--- config.mk ---
export PLATFORM = sky130hd
export DESIGN_NAME = seg7_scan_decoder_flat
export DESIGN_NICKNAME = d
export VERILOG_FILES = /design/src/rtl/seg7_scan_decoder_pkg.sv /design/src/rtl/seg7_scan_decoder_if.sv /design/src/rtl/seg7_digit_decode.sv /design/src/rtl/seg7_scan_decoder.sv /design/src/flat_wrapper.sv
export SDC_FILE = /design/constraint.sdc
export NUM_CORES = 1
export LEC_CHECK = 0
export BUFFER_PORTS_ARGS = -buffer_cell sky130_fd_sc_hd__buf_2
export CORE_AREA = 3 3 82 84
export DETAILED_ROUTE_END_ITERATION = 8
export DIE_AREA = 0 0 85 87
export PLACE_DENSITY_LB_ADDON = 0.1
export SKIP_CTS_REPAIR_TIMING = 1
export SLEW_MARGIN = 10
export SYNTH_ARGS = -nofsm -noshare
export SYNTH_HDL_FRONTEND = slang
export SYNTH_SLANG_ARGS = --single-unit
export TNS_END_PERCENT = 10
--- constraint.sdc ---
create_clock -name clk -period 7.1 [get_ports clk]
set_input_delay 1.42 -clock clk [delete_from_list [all_inputs] [get_ports clk]]
set_output_delay 1.42 -clock clk [all_outputs]
set_load 0.05 [all_outputs]
--- src/rtl/seg7_scan_decoder_pkg.sv ---
// Shared types and constants for the 7-segment scan decoder.
// Segment encoding is bit6..bit0 = a..g, active-high, matching the driver side.
package seg7_pkg;

    localparam int CNT_W = 4;

    localparam logic [6:0] SEG_0     = 7'b1111110;
    localparam logic [6:0] SEG_1     = 7'b0110000;
    localparam logic [6:0] SEG_2     = 7'b1101101;
    localparam logic [6:0] SEG_3     = 7'b1111001;
    localparam logic [6:0] SEG_4     = 7'b0110011;
    localparam logic [6:0] SEG_5     = 7'b1011011;
    localparam logic [6:0] SEG_6     = 7'b1011111;
    localparam logic [6:0] SEG_7     = 7'b1110000;
    localparam logic [6:0] SEG_8     = 7'b1111111;
    localparam logic [6:0] SEG_9     = 7'b1111011;
    localparam logic [6:0] SEG_BLANK = 7'b0000000;

    typedef enum logic {
        IDLE = 1'b0,
        EMIT = 1'b1
    } stateT;

    typedef struct packed {
        logic [6:0] value;
        logic       patternErr;
        logic       rangeErr;
    } resultT;

endpackage

--- src/rtl/seg7_scan_decoder_if.sv ---
// Sample bus in, decoded result out on a valid/ready handshake.
interface seg7_scan_decoder_if;

    logic       segValid;
    logic       digitSel;
    logic [6:0] segIn;
    logic       outValid;
    logic       outReady;
    logic [6:0] binaryOutput;
    logic       patternErr;
    logic       rangeErr;

    modport master (
        output segValid, digitSel, segIn, outReady,
        input  outValid, binaryOutput, patternErr, rangeErr
    );

    modport slave (
        input  segValid, digitSel, segIn, outReady,
        output outValid, binaryOutput, patternErr, rangeErr
    );

endinterface

--- src/rtl/seg7_digit_decode.sv ---
// Combinational 7-segment pattern to digit decode; any non-digit pattern
// (blank included) is reported through legal=0.
module seg7_digit_decode
    import seg7_pkg::*;
(
    input  logic [6:0] pattern,
    output logic [3:0] digit,
    output logic       legal
);

    always_comb begin
        digit = 4'd0;
        legal = 1'b1;
        case (pattern)
            SEG_0:   digit = 4'd0;
            SEG_1:   digit = 4'd1;
            SEG_2:   digit = 4'd2;
            SEG_3:   digit = 4'd3;
            SEG_4:   digit = 4'd4;
            SEG_5:   digit = 4'd5;
            SEG_6:   digit = 4'd6;
            SEG_7:   digit = 4'd7;
            SEG_8:   digit = 4'd8;
            SEG_9:   digit = 4'd9;
            default: legal = 1'b0;
        endcase
    end

endmodule

--- src/rtl/seg7_scan_decoder.sv ---
// Two-digit multiplexed 7-segment bus receiver: per-digit stability filter,
// decode to 0..99, one result per new locked pair. Option: SEG_ACTIVE_LOW_EN.
module seg7_scan_decoder
    import seg7_pkg::*;
#(
    parameter int STABLE_CNT = 3
) (
    input  logic               clk,
    input  logic               rst,
    seg7_scan_decoder_if.slave bus
);

    localparam int NUM_DIGITS = 2;
    localparam logic [CNT_W-1:0] LOCK_CNT = CNT_W'(STABLE_CNT);

    logic [6:0]                            sample;
    logic [NUM_DIGITS-1:0][6:0]            hold;
    logic [NUM_DIGITS-1:0][CNT_W-1:0]      cnt;
    logic [NUM_DIGITS-1:0]                 locked;
    logic [NUM_DIGITS-1:0][3:0]            digitVal;
    logic [NUM_DIGITS-1:0]                 legal;
    logic [13:0]                           curPair;
    logic [13:0]                           lastPair;
    logic                                  pairSeen;
    logic [6:0]                            tensOnes;
    resultT                                nextRes;
    resultT                                res;
    stateT                                 state;
    stateT                                 nextState;
    logic                                  emitFire;

    // Everything downstream, including stored pairs, sees active-high patterns.
`ifdef SEG_ACTIVE_LOW_EN
    assign sample = ~bus.segIn;
`else
    assign sample = bus.segIn;
`endif

    always_ff @(posedge clk) begin
        if (rst) begin
            hold <= '0;
            cnt  <= '0;
        end else if (bus.segValid) begin
            for (int d = 0; d < NUM_DIGITS; d++) begin
                if (int'(bus.digitSel) == d) begin
                    if (sample == hold[d]) begin
                        if (cnt[d] != LOCK_CNT) cnt[d] <= cnt[d] + 1'b1;
                    end else begin
                        hold[d] <= sample;
                        cnt[d]  <= CNT_W'(1);
                    end
                end
            end
        end
    end

    genvar g;
    generate
        for (g = 0; g < NUM_DIGITS; g++) begin : gDigit
            assign locked[g] = (cnt[g] == LOCK_CNT);
            seg7_digit_decode uDec (
                .pattern (hold[g]),
                .digit   (digitVal[g]),
                .legal   (legal[g])
            );
        end
    endgenerate

    assign curPair = {hold[0], hold[1]};

    always_comb begin
        tensOnes            = 7'(digitVal[0]) * 7'd10 + 7'(digitVal[1]);
        nextRes.patternErr  = ~&legal;
        nextRes.value       = nextRes.patternErr ? 7'd0 : tensOnes;
        nextRes.rangeErr    = ~nextRes.patternErr && (tensOnes > 7'd63);
    end

    always_ff @(posedge clk) begin
        if (rst) state <= IDLE;
        else     state <= nextState;
    end

    // A locked pair identical to the last emitted one is never re-emitted.
    always_comb begin
        nextState = state;
        emitFire  = 1'b0;
        case (state)
            IDLE: if (&locked && (!pairSeen || curPair != lastPair)) begin
                nextState = EMIT;
                emitFire  = 1'b1;
            end
            EMIT: if (bus.outReady) nextState = IDLE;
            default: nextState = IDLE;
        endcase
    end

    always_comb begin
        bus.outValid     = (state == EMIT);
        bus.binaryOutput = res.value;
        bus.patternErr   = res.patternErr;
        bus.rangeErr     = res.rangeErr;
    end

    always_ff @(posedge clk) begin
        if (rst) begin
            res      <= '0;
            lastPair <= '0;
            pairSeen <= 1'b0;
        end else if (emitFire) begin
            res      <= nextRes;
            lastPair <= curPair;
            pairSeen <= 1'b1;
        end
    end

endmodule
--- src/flat_wrapper.sv ---
// flat-port wrapper written by rule: the top's interface ports become plain ports
module seg7_scan_decoder_flat import seg7_pkg::*;
#(
    parameter int STABLE_CNT = 3
)
  (clk, rst, bus_segValid, bus_digitSel, bus_segIn, bus_outReady, bus_outValid, bus_binaryOutput, bus_patternErr, bus_rangeErr);
  seg7_scan_decoder_if bus_i ();
  input  logic clk;
  input  logic rst;
  input wire logic [$bits(bus_i.segValid)-1:0] bus_segValid;
  input wire logic [$bits(bus_i.digitSel)-1:0] bus_digitSel;
  input wire logic [$bits(bus_i.segIn)-1:0] bus_segIn;
  input wire logic [$bits(bus_i.outReady)-1:0] bus_outReady;
  output wire logic [$bits(bus_i.outValid)-1:0] bus_outValid;
  output wire logic [$bits(bus_i.binaryOutput)-1:0] bus_binaryOutput;
  output wire logic [$bits(bus_i.patternErr)-1:0] bus_patternErr;
  output wire logic [$bits(bus_i.rangeErr)-1:0] bus_rangeErr;
  assign bus_i.segValid = bus_segValid;
  assign bus_i.digitSel = bus_digitSel;
  assign bus_i.segIn = bus_segIn;
  assign bus_i.outReady = bus_outReady;
  assign bus_outValid = bus_i.outValid;
  assign bus_binaryOutput = bus_i.binaryOutput;
  assign bus_patternErr = bus_i.patternErr;
  assign bus_rangeErr = bus_i.rangeErr;
  seg7_scan_decoder #(.STABLE_CNT(STABLE_CNT)) u_core (.clk(clk), .rst(rst), .bus(bus_i));
endmodule
==> impl_metrics.tcl <==
set metrics [dict create \
    run_status "complete, no violations" \
    cts_inserted_buffers 5 \
    power_frac_seq_pct 53.2 \
    required_ns 7.29 \
    io_pins 22 \
    gp_congestion 0.817 \
    rows 28 \
    worst_setup_path_end_kind "flip-flop" \
    die-area_mm2 0.00740 \
    drc 0 \
    grt_pass1_vias 2160 \
    min_path_cells 1 \
    fin_area_mm2 0.00293 \
    syn_nets 357 \
    start_util_pct 45.3 \
    synth_cells 335 \
    ys_seq_area_share_pct 34.7 \
    syn_avg_cell_area_um2 8.10 \
    io_buffers 21 \
    synth_fa_ha_area_share_pct 5.17 \
    syn_to_final_growth_pct 7.98 \
    syn-cell-area_mm2 0.00271 \
    max_freq_mhz 328 \
    ant_nets 0 \
    layout-drive-gt1-share_pct 12.2 \
    switching_share_pct 24.2 \
    cts_buffer_depth 2 \
    fp.coreArea_mm2 0.00599 \
    wirelength_um 6230 \
    pwr-share-clk_pct 39.1 \
    cp.arrival_ns 3.23 \
    synthMuxAreaShare_pct 0.738 \
    dp_slack_ns 3.98 \
    dr.pass1.iters 4 \
    hold-worst-slack_ns 0.463 \
    ys_ff_latch 47 \
    placed_area_mm2 0.00281 \
    die_x_um 85 \
    synth-edff-count 0 \
    max_cap_violations 0 \
    hold_path_class "reg -> reg" \
    power_frac_comb_pct 7.7 \
    r2r_cells 11 \
    path_max_fanout 11 \
    grt_pass1_wl_um 10700 \
    critPathKind "reg -> reg" \
    r2r_slack_ns 4.05 \
    place_hpwl_um 4310 \
    vdd_drop_max_uv 88.4 \
    hold_end "u_core.bus.binaryOutput[1]$_SDFFE_PP0P_" \
    fin_setup_tns_ns 0 \
    netlist_top_cells_area "dfxtp_1 35%, xnor2_1 7.7%, a21oi_1 6.8%" \
    nets 358 \
    clock_latency_ns 0.30 \
    synth_top_area_share_pct 34.7 \
    fin_ws_ns 4.05 \
    maxSlewViolCount 0 \
    final-setup-viol-count 0 \
    finalHoldViolCount 0 \
    skew_ns 0.00638 \
    utilization_pct 48.9 \
    synth-async-reset-ratio_pct 0 \
    yosys.area_share.xor_xnor_pct 11.6 \
    period_share_pct 42.9 \
    synth_top_family_by_area "simple AND/OR/NAND/NOR gates" \
    grt_usage_pct 18.0 \
    tightest_slew_ns 0.792 \
    antenna_found_initial 0 \
    cts_tree "done" \
    clkSinkCount 47 \
    r2r-start "u_core.curPair[12]$_SDFFE_PP0P_" \
    synth_cell_types 48 \
    ys_warn_count 0 \
    num_antenna_cells 0 \
    htree_levels 2 \
    internal_power_w 0.000400 \
    relSlewSlack_pct 46.7 \
    r2r-end "u_core.bus.rangeErr$_SDFFE_PP0P_" \
    yosys.area.top_type "dfxtp_1" \
    power.density_mw_per_mm2 180 \
    min-delay-start "u_core.bus.binaryOutput[1]$_SDFFE_PP0P_" \
    synth_compound_area_share_pct 19.0 \
    power_leakage_nw 1.02 \
    min_period_ns 3.05 \
    clk_pin_slew_ns 0.08 \
    fp.dieH_um 87 \
    rsz0062_at_grt "no" \
    switchingPower_w 0.000128 \
    critPathLaunchType "flip-flop" \
    synth-main-ff-cell "dfxtp_1" \
    drt-initial-drc-count 120 \
    wl_per_cell_um 15.1 \
    grt_max_degree 43 \
    cts_root_buf "clkbuf_8" \
    vias_per_cell 5.60 \
    synth-simple-area-share_pct 23.9 \
    num_vias 2306 \
    grt-ovfl-total 0 \
]
registers in the layout, summed over array words and instances (netlist names):
name	count
u_core.curPair	14
u_core.bus.rangeErr	1
u_core.bus.outValid	1
u_core.cnt	8
u_core.pairSeen	1
u_core.bus.patternErr	1
u_core.lastPair	14
u_core.bus.binaryOutput	7
metal layers:
metal	GRT usage [%]	wire, um	up-vias
li1	-	-	1180
met5	0	0	-
met1	24.8	3050	1076
met2	27.3	2820	41
met4	7.63	145	0
met3	3.78	214	9
cell usage after synthesis (all sizes together) (2+ instances only):
library cell   n
a21oi         38
a311oi         3
a31oi          3
a32oi          2
and2           4
buf            5
clkbuf        24
dfxtp         47
fa             2
ha             8
inv            4
mux2i          2
nand2         31
nand2b         7
nand3         25
nand4          4
nor2          14
nor2b          8
nor3           8
nor3b          3
nor4           4
o21ai         22
o22ai          2
o2bb2ai        7
o31ai          2
or3b           4
or4            2
or4b           2
xnor2         24
xor2          12
layout make-up:
cell class	instances	area, um2
timing repair buffer	23	120
multi-input combinational	255	1640
fill	621	3060
clock buffer	6	82.6
inverter	4	15.0
clock inverter	2	35.0
sequential	47	941
tap	75	93.8
power groups by stage:
stage / logic, W / registers [W] / clock network [W]
2_1_floorplan: 0.0000388 / 0.000276 / 0
3_3_place_gp: 0.0000408 / 0.000287 / 0
3_5_place_dp: 0.0000408 / 0.000287 / 0
4_1_cts: 0.0000409 / 0.000281 / 0.000215
5_1_grt: 0.0000462 / 0.000282 / 0.000227
6_report: 0.0000407 / 0.000281 / 0.000206
cells by family (layout without fill, tap and decap cells):
kind of cell	after synthesis	in the layout
AND/OR/NAND/NOR	121	121
buffers and inverters	33	35
XOR/XNOR	36	36
flip-flops	47	47
adder cells (fa/ha/maj)	10	10
AO/OA/AOI/OAI	86	86
multiplexers	2	2
metrics by stage:
stage | power [W] | cells
after floorplan | 0.000314 | 335
after global placement | 0.000328 | 404
after detailed placement | 0.000328 | 404
after CTS | 0.000536 | 412
after global routing | 0.000555 | 412
final | 0.000527 | 412
worst max path at each step:
stage	start	to	slack [ns]	cells past startpoint
2_1_floorplan	bus_segIn[3]	u_core.cnt[5]$_SDFFE_PP0P_	4.29	5
3_3_place_gp	bus_segIn[3]	u_core.cnt[5]$_SDFFE_PP0P_	4.00	6
3_5_place_dp	bus_segIn[3]	u_core.cnt[5]$_SDFFE_PP0P_	3.98	6
4_1_cts	u_core.curPair[12]$_SDFFE_PP0P_	u_core.bus.rangeErr$_SDFFE_PP0P_	4.04	11
5_1_grt	u_core.curPair[12]$_SDFFE_PP0P_	u_core.bus.rangeErr$_SDFFE_PP0P_	3.79	11
6_report	u_core.curPair[12]$_SDFFE_PP0P_	u_core.bus.rangeErr$_SDFFE_PP0P_	4.05	11
cell usage in the layout, fill, tap and decap left out, types with 3 or more instances in the layout:
master / n
ha_1: 8
dfxtp_1: 47
o21ai_0: 20
nor4_1: 3
nor3b_1: 3
xnor2_1: 24
a311oi_1: 3
nor3_1: 7
nand2b_1: 7
a21oi_1: 37
buf_2: 21
nand2_1: 31
nand3_1: 25
and2_1: 3
nor2b_1: 8
or3b_2: 3
inv_1: 4
o2bb2ai_1: 7
clkbuf_8: 6
a31oi_1: 3
nand4_1: 4
xor2_1: 12
nor2_1: 14
critical path, cell delays in order, from the launching register on:
cell and delay (ns):
dfxtp_1 0.57, nand2b_1 0.16, nor4_1 0.45, a31o_2 0.17, and2_1 0.18, ha_1 0.25, ha_1 0.21, fa_1 0.52
nand2_1 0.06, nor2_1 0.11, xnor2_1 0.16, o2bb2ai_1 0.10
(Power assumes the default switching activity.)
